**config.mk**
```make
export PLATFORM = sky130hd
export DESIGN_NAME = mkio_word_tx
export DESIGN_NICKNAME = d
export VERILOG_FILES = /design/src/rtl/mkio_word_tx.sv
export SDC_FILE = /design/constraint.sdc
export NUM_CORES = 1
export LEC_CHECK = 0
export BUFFER_PORTS_ARGS = -buffer_cell sky130_fd_sc_hd__buf_2
export CAP_MARGIN = 20
export CORE_ASPECT_RATIO = 1.1
export CORE_UTILIZATION = 55
export CTS_CLUSTER_DIAMETER = 100
export DETAILED_ROUTE_END_ITERATION = 8
export GPL_ROUTABILITY_DRIVEN = 0
export PLACE_DENSITY = 0.81
export SLEW_MARGIN = 20
export SYNTH_ARGS = -nofsm -noshare
export SYNTH_HDL_FRONTEND = slang
export SYNTH_SLANG_ARGS = --single-unit
```
**constraint.sdc**
```tcl
create_clock -name clk -period 3 [get_ports clk]
set_input_delay 0.15 -clock clk [delete_from_list [all_inputs] [get_ports clk]]
set_output_delay 0.15 -clock clk [all_outputs]
set_load 0.1 [all_outputs]
```
**src/rtl/mkio_word_tx.sv**
```systemverilog
// MIL-STD-1553B Manchester II word transmitter: sync, 16 data bits and odd parity at 1 Mbit/s.
// A one-word holding register gives gap-free bursts; over-long bursts trip a sticky fault.
module mkio_word_tx #(
    parameter int unsigned CLK_PER_HALFBIT = 16,
    parameter int unsigned MAX_WORDS       = 33
) (
    input  logic        clk,
    input  logic        reset,
    input  logic [15:0] tx_data,
    input  logic        tx_sync,
    input  logic        tx_valid,
    output logic        tx_ready,
    input  logic        tx_inhibit,
    output logic        DO1,
    output logic        DO0,
    output logic        tx_active,
    output logic        word_done,
    output logic        tx_fault
);
    localparam int unsigned DivW   = $clog2(CLK_PER_HALFBIT);
    localparam int unsigned BurstW = $clog2(MAX_WORDS + 1);
    localparam logic [DivW-1:0]   DivLast  = DivW'(CLK_PER_HALFBIT - 1);
    localparam logic [BurstW-1:0] BurstMax = BurstW'(MAX_WORDS);
    localparam logic [5:0]        HbLast   = 6'd39;

    typedef enum logic [0:0] {StIdle, StShift} state_e;

    state_e            state_q, state_d;
    logic [39:0]       frame_q, frame_d;
    logic [5:0]        hb_q, hb_d;
    logic [DivW-1:0]   div_q, div_d;
    logic [BurstW-1:0] burst_q, burst_d;
    logic [15:0]       hold_data_q, hold_data_d;
    logic              hold_sync_q, hold_sync_d;
    logic              hold_full_q, hold_full_d;
    logic              fault_q, fault_d;
    logic              do1_q, do1_d;
    logic              do0_q, do0_d;
    logic              active_q, active_d;
    logic              done_q, done_d;
    logic              ready_q, ready_d;

    logic              accept;
    logic              load;
    logic [15:0]       load_data;
    logic              load_sync;

    // Frame is held MSB-first: bit 39 is the half-bit currently on the bus.
    function automatic logic [39:0] build_frame(input logic [15:0] d, input logic s);
        logic [31:0] man;
        for (int i = 0; i < 16; i++) begin
            man[2*i +: 2] = {d[i], ~d[i]};
        end
        return {(s ? 6'b111000 : 6'b000111), man, ~^d, ^d};
    endfunction

    always_comb begin
        state_d     = state_q;
        frame_d     = frame_q;
        hb_d        = hb_q;
        div_d       = div_q;
        burst_d     = burst_q;
        hold_data_d = hold_data_q;
        hold_sync_d = hold_sync_q;
        hold_full_d = hold_full_q;
        fault_d     = fault_q;
        done_d      = 1'b0;
        load        = 1'b0;
        load_data   = hold_data_q;
        load_sync   = hold_sync_q;
        accept      = tx_valid & ready_q;

        if (tx_inhibit) begin
            state_d     = StIdle;
            hold_full_d = 1'b0;
            fault_d     = 1'b0;
            burst_d     = '0;
        end else begin
            // ready_q implies the holding register is empty, so accepting never overwrites.
            if (accept) begin
                hold_data_d = tx_data;
                hold_sync_d = tx_sync;
                hold_full_d = 1'b1;
            end
            unique case (state_q)
                StIdle: begin
                    burst_d = '0;
                    if (hold_full_q) begin
                        load = 1'b1;
                    end
                end
                StShift: begin
                    if (div_q != DivLast) begin
                        div_d = div_q + 1'b1;
                    end else if (hb_q != HbLast) begin
                        div_d   = '0;
                        hb_d    = hb_q + 6'd1;
                        frame_d = {frame_q[38:0], 1'b0};
                    end else begin
                        done_d  = 1'b1;
                        state_d = StIdle;
                        if (hold_full_q) begin
                            load = 1'b1;
                        end else if (accept) begin
                            load      = 1'b1;
                            load_data = tx_data;
                            load_sync = tx_sync;
                        end
                    end
                end
            endcase
            if (load) begin
                hold_full_d = 1'b0;
                if (burst_q == BurstMax) begin
                    fault_d = 1'b1;
                    state_d = StIdle;
                end else begin
                    state_d = StShift;
                    frame_d = build_frame(load_data, load_sync);
                    hb_d    = '0;
                    div_d   = '0;
                    burst_d = burst_q + 1'b1;
                end
            end
        end

        active_d = (state_d == StShift);
        do1_d    = active_d & frame_d[39];
        do0_d    = active_d & ~frame_d[39];
        ready_d  = ~hold_full_d & ~tx_inhibit & ~fault_d;
    end

    always_ff @(posedge clk or negedge reset) begin
        if (!reset) begin
            state_q     <= StIdle;
            frame_q     <= '0;
            hb_q        <= '0;
            div_q       <= '0;
            burst_q     <= '0;
            hold_data_q <= '0;
            hold_sync_q <= 1'b0;
            hold_full_q <= 1'b0;
            fault_q     <= 1'b0;
            do1_q       <= 1'b0;
            do0_q       <= 1'b0;
            active_q    <= 1'b0;
            done_q      <= 1'b0;
            ready_q     <= 1'b0;
        end else begin
            state_q     <= state_d;
            frame_q     <= frame_d;
            hb_q        <= hb_d;
            div_q       <= div_d;
            burst_q     <= burst_d;
            hold_data_q <= hold_data_d;
            hold_sync_q <= hold_sync_d;
            hold_full_q <= hold_full_d;
            fault_q     <= fault_d;
            do1_q       <= do1_d;
            do0_q       <= do0_d;
            active_q    <= active_d;
            done_q      <= done_d;
            ready_q     <= ready_d;
        end
    end

    assign DO1       = do1_q;
    assign DO0       = do0_q;
    assign tx_active = active_q;
    assign word_done = done_q;
    assign tx_fault  = fault_q;
    assign tx_ready  = ready_q;

endmodule

```
Yosys cells after proc, flatten, opt, wreduce, memory -nomap -nowiden. Cells that the tools add are included.

Register bits: 80. Input bits: 21. Output and inout port bits: 6. Word-level logic and storage cells: 104.

$add $sub $neg: 3. Eq/ne operators: 3. Mux-type cells: 56. Bitwise logic cells: 26. Reductions and logical operators: 2.

Operator list (number): $mux 40 (6); $mux 16 (6); $mux 6 (10); $mux 1 (28); $not 1->1 (21); $mux 4 (5); $reduce_xnor 16->1 (1); $reduce_xor 16->1 (1); $add 6x1->6 const B (2); $eq 6x6->1 const B (1); $ne 6x6->1 const B (1); $and 1x1->1 (5); $add 4x1->4 const B (1); $ne 4x4->1 const B (1); $pmux 1 s2 (1).

Depth between registers and ports, before layout. Gate-level depths: netlist (run 1).

Depth after elaboration: 13. Depth in mapped cells: 10. Mapped depth without buffers: 8.

Least setup slack after synthesis (run 1). OpenSTA, ideal clock, no wires.

Path kind: reg2reg. From: register ready_q (netlist: tx_ready). To: register frame_q[35]. Library setup time: 0.126 ns. Arrival: 2.476 ns. Required time: 2.874 ns. Setup slack: 0.398 ns. Stages on the path, launching flop included: 10. Path through: dfrtp_1 > and2_1 > buf_2 > a21oi_1 > or3_1 > buf_6 > nand2_4 > nand2_4 > buf_6 > a221o_1.

Word-level cells in the longest chain between the ends: 10. Elaborated cells on any way between the ends: 16. Those cells by class: mux: 15; bitwise: 1.

RTL lines: start, declared (line 41) `logic ready_q, ready_d;`; start signal, assigned (line 163) `ready_q <= ready_d;`; $and 1x1->1 * (line 71) `accept = tx_valid & ready_q;`; $mux 1 (line 104) `end else if (accept) begin`; $mux 1 (line 102) `if (hold_full_q) begin`; $mux 1 (line 95) `end else if (hb_q != HbLast) begin`; $mux 1 (line 93) `if (div_q != DivLast) begin`; $mux 1 (line 85) `unique case (state_q)`; $mux 1 (line 73) `if (tx_inhibit) begin`; $mux 6 (line 54) `return {(s ? 6'b111000 : 6'b000111), man, ~^d, ^d};`; $mux 40 (line 114) `if (burst_q == BurstMax) begin`; $mux 40 * (line 112) `if (load) begin`; end signal, assigned (line 151) `frame_q <= frame_d;`; end, declared (line 29) `logic [39:0] frame_q, frame_d;`.

Every way passes the cells marked *; elsewhere a longest branch is shown, timed or not. The select of a mux whose other input is x is not followed. A chain may end at the register's enable or synchronous reset.

Final worst setup path (run 1).
From: register hb_q[0]. To: register frame_q[0].

Word-level cells in the longest chain between the ends: 8. Elaborated cells on any way between the ends: 15. Those cells by class: eq/ne: 1; mux: 13; reduce/logical: 1.

RTL lines: start, declared (line 30) `logic [5:0] hb_q, hb_d;`; start signal, assigned (line 137) `hb_q <= '0;`; start signal, assigned (line 152) `hb_q <= hb_d;`; $ne 6x6->1 * (line 95); $mux 16 (line 95); $mux 16 (line 93); $mux 16 (line 85); $mux 16 (line 73); $reduce_xor 16->1 (line 54); $mux 40 (line 114); $mux 40 * (line 112).

Marks and branches as above.

==> flow_metrics.py, run 1 <==
metrics = {
    "run_status": {
        "status": "finished, violations left",
        "violations": "design-rule violations",
    },
    "timing": {
        "fin_setup_tns_ps": 0,
        "hold_viol_final": 0,
        "min_period_ps": 2590,
        "fin_worst_skew_ps": 7.70,
        "worst_pin_slew_ps": 824,
        "rsz0062_at_grt": "no",
        "fmax_mhz": 387,
        "post-route-worst-setup-slack_ps": 413,
        "slew_viol_final": 0,
        "min_period_over_period": 0.862,
        "relSlewSlack": 0.449,
        "setup_viol": 0,
    },
    "route": {
        "drcViolationCount": 2,
        "vias_per_cell": 6.08,
        "first_pass_iters": 6,
        "drt-total-wl_um": 8490,
        "vias": 3075,
        "drt-initial-drc-count": 207,
        "antenna_left": 0,
        "wl_per_cell_um": 16.8,
    },
    "cts": {
        "ctsLongestPathBuffers": 2,
        "cts_max_level": 3,
        "worstSkewPairLatency_ps": 360,
        "cts_tree": "yes",
        "cts.clk_slew.worst_paths_ps": 80,
        "clock_sinks": 80,
        "postCtsSetupRepairBufs": 0,
        "numCtsBuffers": 9,
        "root_buffer": "clkbuf_8",
    },
    "logic_synthesis": {
        "synth_xor_area_frac": 0.0604,
        "yosys.area_share.simple": 0.196,
        "synth_fa_ha_area_frac": 0.0123,
        "synth_area_per_cell_sq_um": 10.4,
        "synth-seq-area-share": 0.493,
        "yosys_warnings": 0,
        "synthArstFlopShare": 1.00,
        "syn_area_sq_um": 4060,
        "synth_top_family_by_area": "simple AND/OR/NAND/NOR gates",
        "synth.distinct_cells": 47,
        "synth_seq_cells": 80,
        "synth_nets": 416,
        "synth_compound_area_frac": 0.118,
        "synth-edff-count": 0,
        "ys.flop_type": "dfrtp_1",
        "synth_mux_area_frac": 0.0868,
        "synthCells": 391,
    },
    "grt": {
        "grt_max_degree": 81,
        "grt_pass1_wl_um": 14400,
        "grt_pass1_vias": 3038,
        "antenna_found_initial": 0,
        "grt_util_all_layers": 0.241,
        "overflow": 0,
    },
    "worst_setup_path": {
        "slowest_stage": "dfrtp_1",
        "path_class": "reg2reg",
        "cp-end-kind": "flop",
        "required_ps": 3240,
        "path_delay_family": "simple AND/OR/NAND/NOR gates",
        "cp_max_fo": 19,
        "r2r_cells": 9,
        "cp.depth": 9,
        "cp_cell_sequence": "ha_1 > nand4b_4 > or2_4 > nor4b_4 > buf_4 > mux2i_1 > xnor2_1 > xnor2_1 > a22o_1",
        "cp.arrival_ps": 2830,
        "slowest_delay_ps": 400,
        "path_buf_inv": 1,
        "start_kind": "flop",
        "crit_top_cell": "xnor2_1",
    },
    "floorplanning": {
        "fp.dieH_um": 92.1,
        "row_count": 32,
        "fp.dieW_um": 83.9,
        "io_pins": 27,
        "die_area_sq_um": 7730,
        "initial_utilization": 0.573,
        "fp.coreArea_sq_um": 7090,
    },
    "worst_hold_path": {
        "min_path_cells": 2,
        "hp-class": "in2reg",
    },
    "cells_and_area": {
        "fin_nets": 442,
        "syn_to_final_growth_pct": 10.0,
        "diodes": 0,
        "drive_above_1_share": 0.228,
    },
    "place": {
        "io_buffers": 26,
        "dpl.hpwl_um": 5550,
        "place_ws_ps": 440,
    },
    "power_and_ir_drop": {
        "power_leakage_nw": 1.98,
        "power.density_nw_per_um2": 814,
        "peakVddDrop_mv": 0.510,
    },
    "flow_run": {
        "cap_violations": 0,
    },
}
-- area by class of cell --
type	instances	area, sq um
fill	552	2620
sequential	80	2000
multi-input combinational	285	1920
timing repair buffer	37	238
clock buffer	11	141
tap	85	106
clock inverter	4	45.0
inverter	4	15.0
-- synth_stat cells, types with 6 or more instances --
| master | instances | share of area |
|---|---|---|
| dfrtp_1 | 80 | 0.49 |
| nand2_1 | 57 | 0.053 |
| nand3_1 | 52 | 0.064 |
| xnor2_1 | 21 | 0.045 |
| nor2_1 | 20 | 0.018 |
| mux2_2 | 18 | 0.050 |
| o221a_2 | 18 | 0.050 |
| a21oi_1 | 15 | 0.018 |
| mux2i_1 | 15 | 0.037 |
| o21ai_0 | 12 | 0.015 |
| clkbuf_1 | 10 | 0.0092 |
| xor2_1 | 7 | 0.015 |
| nor3_1 | 6 | 0.0074 |
-- layer usage --
layer	up-vias	GRT usage	part of all wire
met3	19	0.0450	0.042
met5	-	0	0
met4	0	0.116	0.023
met2	86	0.401	0.50
li1	1453	-	-
met1	1517	0.303	0.44
-- worst reg2reg max path, delay by kind of cell, from the launching register on --
| kind | cells | cell delay [ps] |
|---|---|---|
| compound gates | 1 | 210 |
| xor+xnor | 2 | 300 |
| fa+ha+maj | 1 | 290 |
| buf+inv | 1 | 310 |
| flops | 1 | 400 |
| mux | 1 | 320 |
| simple gates | 3 | 640 |
-- final timing paths --
| check | startpoint | to | slack [ps] |
|---|---|---|---|
| hold reg to reg | tx_fault | tx_ready | 470 |
| setup reg to reg | hb_q[0] | frame_q[0] | 410 |
| min in group asynchronous | reset | burst_q[5] | 280 |
| setup / recovery | hb_q[0] | frame_q[0] | 410 |
| max in group asynchronous | reset | hold_data_q[7] | 2150 |
| hold / removal | tx_data[0] | hold_data_q[0] | 60 |
-- cells in the final DEF, fill, tap and decap left out, drive strengths merged, types with 4 or more instances in the layout --
cell type  instances
dfrtp             80
nand2             59
nand3             53
buf               36
xnor2             21
nor2              21
o221a             18
mux2              18
a21oi             16
mux2i             15
o21ai             12
clkbuf            11
xor2               7
nor3               6
nand4              4
a221o              4
ha                 4
clkinv             4
-- logic make-up (layout without fill, tap and decap cells) --
family          count (synthesis)  in the layout
simple gates                  159            159
flops                          80             80
compound gates                 61             61
mux                            33             33
xor+xnor                       28             28
buf+inv                        26             56
fa+ha+maj                       4              4
-- sequential cells by signal, summed over array words and instances (netlist names) --
name and count:
hold_sync_q 1, DO0 1, frame_q 40, tx_fault 1, hb_q 6, DO1 1
tx_ready 1, burst_q 6, hold_data_q 16, hold_full_q 1, div_q 4, tx_active 1
word_done 1
-- metrics by stage --
step / hold WS (ps) / power, mW / util / cells / area (sq um)
3_5_place_dp: 375 / 2.88 / 0.599 / 489 / 4250
3_3_place_gp: 370 / 2.81 / 0.599 / 489 / 4250
4_1_cts: 53.0 / 3.66 / 0.627 / 505 / 4440
2_1_floorplan: -146 / 2.62 / - / 391 / 4060
6_report: 62.0 / 3.64 / 0.631 / 506 / 4470
5_1_grt: 57.4 / 3.86 / 0.631 / 506 / 4470
-- what timing repair did --
action / CTS / global route
hold endpoints to repair: 68 / 0
hold buffers: 1 / 0
gates resized for setup: 0 / 0
-- report_power, final --
group | internal, mW | total [mW] | switching (mW)
clock network | 0.399 | 0.778 | 0.379
logic | 0.593 | 1.14 | 0.549
registers | 1.45 | 1.72 | 0.266
Note: power is estimated with default switching activity, not from simulation.
==> inputs of run 2 (changes only) <==
--- a/config.mk
+++ b/config.mk
@@ -9,6 +9,7 @@
 export CAP_MARGIN = 20
 export CORE_ASPECT_RATIO = 1.1
 export CORE_UTILIZATION = 55
+export CTS_BUF_LIST = sky130_fd_sc_hd__clkbuf_16
 export CTS_CLUSTER_DIAMETER = 100
 export DETAILED_ROUTE_END_ITERATION = 8
 export GPL_ROUTABILITY_DRIVEN = 0
==> flow_metrics.py, run 2 (synthesis gave the netlist of run 1 again) <==
metrics = {
    "worst_hold_path": {
        "hp-class": "in2reg",
    },
    "cells_and_area": {
        "drive_above_1_share": 0.226,
        "most-common-layout-cells": "dfrtp_1 (80), nand2_1 (57), nand3_1 (52)",
        "layout_commonest_cell": "dfrtp_1",
        "nFillCells": 547,
        "syn_to_final_growth_pct": 12.1,
        "diodes": 0,
        "top_regs": "frame_q x40, hold_data_q x16",
        "top_register": "frame_q",
        "finalCoreUtilization": 0.643,
        "register_area_sq_um": 2000,
        "multi_input_area_sq_um": 1920,
        "fin_nets": 442,
        "largest_register_ffs": 40,
    },
    "run_status": {
        "status": "finished, violations left",
        "violations": "design-rule violations",
    },
    "route": {
        "wl_per_cell_um": 17.0,
        "antenna_left": 0,
        "drt-total-wl_um": 8580,
        "vias_per_cell": 6.10,
        "vias": 3089,
        "drcViolationCount": 2,
        "drt-initial-drc-count": 211,
        "first_pass_iters": 6,
    },
    "cts": {
        "postCtsSetupRepairBufs": 0,
        "cts_max_level": 3,
        "cts.clk_slew.worst_paths_ps": 60,
        "cts_hold_buf": 0,
        "numCtsBuffers": 9,
        "cts_tree": "yes",
        "ctsLongestPathBuffers": 2,
        "clock_sinks": 80,
        "root_buffer": "clkbuf_16",
        "cts-resized-gates": 0,
        "worstSkewPairLatency_ps": 330,
    },
    "power_and_ir_drop": {
        "total_power_mw": 3.91,
        "power_leakage_nw": 2.02,
        "peakVddDrop_mv": 0.494,
        "power.density_nw_per_um2": 859,
    },
    "worst_setup_path": {
        "path_class": "reg2reg",
        "cp.arrival_ps": 2780,
        "slowest_delay_ps": 530,
        "required_ps": 3210,
        "start_kind": "flop",
        "cp-end-kind": "flop",
        "path_buf_inv": 1,
        "slowest_stage": "or3_1",
        "cp_cell_sequence": "ha_1 > nand3_4 > o31a_1 > or3_1 > buf_4 > nand2_1 > o21ai_0 > a21oi_1 > nor2_1",
        "path_delay_family": "simple AND/OR/NAND/NOR gates",
        "cp_max_fo": 12,
    },
    "timing": {
        "post-route-worst-setup-slack_ps": 431,
        "rsz0062_at_grt": "no",
        "relSlewSlack": 0.461,
        "fin_setup_tns_ps": 0,
        "min_period_over_period": 0.856,
        "worst_pin_slew_ps": 806,
        "setup_viol": 0,
        "hold_viol_final": 0,
        "fin_worst_skew_ps": 4.12,
        "fmax_mhz": 389,
        "min_period_ps": 2570,
        "holdWs_ps": 89.5,
        "slew_viol_final": 0,
    },
    "place": {
        "place_ws_ps": 440,
        "dpl.hpwl_um": 5550,
        "io_buffers": 26,
    },
    "grt": {
        "antenna_found_initial": 0,
        "overflow": 0,
        "grt_max_degree": 81,
        "grt_pass1_vias": 3039,
        "grt_util_all_layers": 0.245,
        "grt_pass1_wl_um": 14600,
    },
    "flow_run": {
        "cap_violations": 0,
    },
    "floorplanning": {
        "fp.dieH_um": 92.1,
        "initial_utilization": 0.573,
        "die_area_sq_um": 7730,
        "io_pins": 27,
        "fp.dieW_um": 83.9,
        "fp.coreArea_sq_um": 7090,
        "row_count": 32,
    },
}
run 2: through the flow:
step                instances  instance area [sq um]
floorplan                 391                   4060
global placement          489                   4250
detailed placement        489                   4250
CTS                       504                   4520
global route              506                   4550
finish                    506                   4550
run 2: worst paths after layout:
kind                       slack (ps)  cells past startpoint              to  startpoint
setup / recovery                  430                      9      burst_q[3]    div_q[0]
hold / removal                     90                      2  hold_data_q[0]  tx_data[0]
setup reg to reg                  430                      9      burst_q[3]    div_q[0]
hold reg to reg                   470                      1        tx_ready    tx_fault
max in group asynchronous        2100                      3     frame_q[35]       reset
min in group asynchronous         300                      2      burst_q[5]       reset
run 2: worst reg2reg max path, stage by stage, from the launching register on:
cell and delay, ps:
dfrtp_1 420, ha_1 310, nand3_4 150, o31a_1 360
or3_1 530, buf_4 240, nand2_1 130, o21ai_0 100
a21oi_1 150, nor2_1 50
run 2: power breakdown:
part | internal [mW] | leakage, nW | total [mW] | switching, mW
combinational | 0.592 | 0.895 | 1.15 | 0.555
clock | 0.629 | 0.144 | 1.04 | 0.409
sequential | 1.46 | 0.984 | 1.73 | 0.273
run 2: area by class of cell:
cell class	instances	area share
Sequential cell	80	0.440
Clock buffer	9	0.0495
Inverter	4	0.00330
Multi-Input combinational cell	285	0.422
Clock inverter	6	0.0115
Timing Repair Buffer	37	0.0505
Tap cell	85	0.0234
run 2: metal layers:
metal | up-vias | track usage | routed length (um)
met3 | 20 | 0.0486 | 350
met4 | 0 | 0.0963 | 163
li1 | 1453 | - | -
met5 | - | 0 | 0
met2 | 71 | 0.410 | 4320
met1 | 1545 | 0.313 | 3740
==> inputs of run 3 (changes only) <==
==> constraint.sdc (replaced) <==
create_clock -name clk -period 2.82 [get_ports clk]
set_input_delay 0.141 -clock clk [delete_from_list [all_inputs] [get_ports clk]]
set_output_delay 0.141 -clock clk [all_outputs]
set_load 0.1 [all_outputs]
==> flow_metrics.py, run 3 (synthesis gave the netlist of run 1 again) <==
metrics = {
    "floorplanning": {
        "fp.dieH_um": 92.1,
        "initial_utilization": 0.573,
        "fp.coreArea_sq_um": 7090,
        "fp.dieW_um": 83.9,
        "die_area_sq_um": 7730,
        "row_count": 32,
        "io_pins": 27,
    },
    "worst_setup_path": {
        "required_ps": 3040,
        "cp.depth": 9,
        "path_delay_family": "simple AND/OR/NAND/NOR gates",
        "r2r_start": "hb_q[0]",
        "slowest_stage": "dfrtp_1",
        "start_kind": "flop",
        "cp_max_fo": 19,
        "cp_cell_sequence": "ha_1 > nand4b_4 > or2_4 > nor4b_4 > buf_4 > mux2i_1 > xnor2_1 > xnor2_1 > a22o_1",
        "slowest_delay_ps": 390,
        "cp-end-kind": "flop",
        "r2r-end": "frame_q[0]",
        "r2r_cells": 9,
        "path_class": "reg2reg",
        "crit_top_cell": "xnor2_1",
        "critPathCapture": "frame_q[0]",
        "cp-startpoint": "hb_q[0]",
        "cp.arrival_ps": 2800,
        "regToRegSetupSlack_ps": 240,
        "path_buf_inv": 1,
    },
    "grt": {
        "grt_util_all_layers": 0.249,
        "antenna_found_initial": 0,
        "overflow": 0,
        "grt_pass1_wl_um": 14800,
        "grt_pass1_vias": 3223,
        "grt_max_degree": 81,
    },
    "cells_and_area": {
        "most-common-layout-cells": "dfrtp_1 (80), nand2_1 (57), nand3_1 (52)",
        "top_register": "frame_q",
        "nFillCells": 539,
        "fin_cells": 507,
        "largest_register_ffs": 40,
        "final_cell_area_sq_um": 4630,
        "layout_commonest_cell": "dfrtp_1",
        "top_regs": "frame_q x40, hold_data_q x16",
        "register_area_sq_um": 2000,
        "drive_above_1_share": 0.232,
        "syn_to_final_growth_pct": 13.9,
        "diodes": 0,
        "fin_nets": 442,
        "multi_input_area_sq_um": 1930,
    },
    "cts": {
        "cts_max_level": 3,
        "numCtsBuffers": 9,
        "cts.clk_slew.worst_paths_ps": 60,
        "ctsLongestPathBuffers": 2,
        "worstSkewPairLatency_ps": 330,
        "cts_tree": "yes",
        "clock_sinks": 80,
        "root_buffer": "clkbuf_16",
        "postCtsSetupRepairBufs": 0,
    },
    "route": {
        "antenna_left": 0,
        "wl_met1_um": 3840,
        "first_pass_iters": 6,
        "drt-initial-drc-count": 175,
        "vias": 3085,
        "drcViolationCount": 2,
        "vias_per_cell": 6.08,
        "wl_met2_um": 4300,
        "drt-total-wl_um": 8680,
        "wl_per_cell_um": 17.1,
        "dr_wl_met3_um": 323,
        "top_layer": "met4",
    },
    "timing": {
        "slew_viol_final": 0,
        "fin_worst_skew_ps": 5.74,
        "fin_setup_tns_ps": 0,
        "setup_viol": 0,
        "fmax_mhz": 388,
        "min_period_over_period": 0.913,
        "min_period_ps": 2580,
        "holdWs_ps": 85.2,
        "worst_pin_slew_ps": 745,
        "relSlewSlack": 0.502,
        "rsz0062_at_grt": "no",
        "hold_viol_final": 0,
    },
    "power_and_ir_drop": {
        "power.density_nw_per_um2": 950,
        "total_power_mw": 4.39,
        "power_leakage_nw": 2.05,
        "peakVddDrop_mv": 0.547,
    },
    "place": {
        "dpl.hpwl_um": 5550,
        "dpl_cell_area_sq_um": 4250,
        "io_buffers": 26,
        "dp.cells": 489,
    },
    "run_status": {
        "status": "finished, violations left",
        "violations": "design-rule violations",
    },
    "worst_hold_path": {
        "hp-class": "in2reg",
    },
    "flow_run": {
        "cap_violations": 0,
    },
}
-- run 3: how the worst min path moves through the flow --
stage / endpoint / cells after the start / start
final: hold_data_q[3] / 2 / tx_data[3]
after global routing: hold_data_q[13] / 2 / tx_data[13]
after CTS: burst_q[5] / 1 / reset
after detailed placement: burst_q[5] / 1 / reset
after global placement: burst_q[5] / 1 / reset
after floorplan: DO0 / 0 / reset
-- run 3: cell type report --
cell class | count | area share
sequential | 80 | 0.433
multi-input combinational | 285 | 0.417
timing repair buffer | 37 | 0.0514
clock buffer | 9 | 0.0487
clock inverter | 7 | 0.0241
tap | 85 | 0.0230
inverter | 4 | 0.00325
-- run 3: through the flow --
step                utilization  setup WS [ps]
floorplan                     -            218
global placement          0.599            344
detailed placement        0.599            253
CTS                       0.647            203
global route              0.653            110
finish                    0.653            245
-- run 3: what timing repair did --
action / CTS / global route
hold buffers: 0 / 1
endpoints found under the setup margin: 0 / 2
gates resized for setup: 0 / 1
hold endpoints to repair: 0 / 20
-- run 3: power breakdown --
group | internal [mW] | switching (mW) | leakage [nW] | total (mW)
Clock | 0.858 | 0.451 | 0.167 | 1.31
Sequential | 1.55 | 0.294 | 0.984 | 1.84
Combinational | 0.632 | 0.610 | 0.900 | 1.24
Total | 3.04 | 1.36 | 2.05 | 4.39
-- run 3: layer usage --
metal  vias to the layer above  global-route usage
met2                        81               0.413
met5                         -                   0
li1                       1448                   -
met1                      1538               0.300
met3                        18              0.0378
met4                         0               0.167
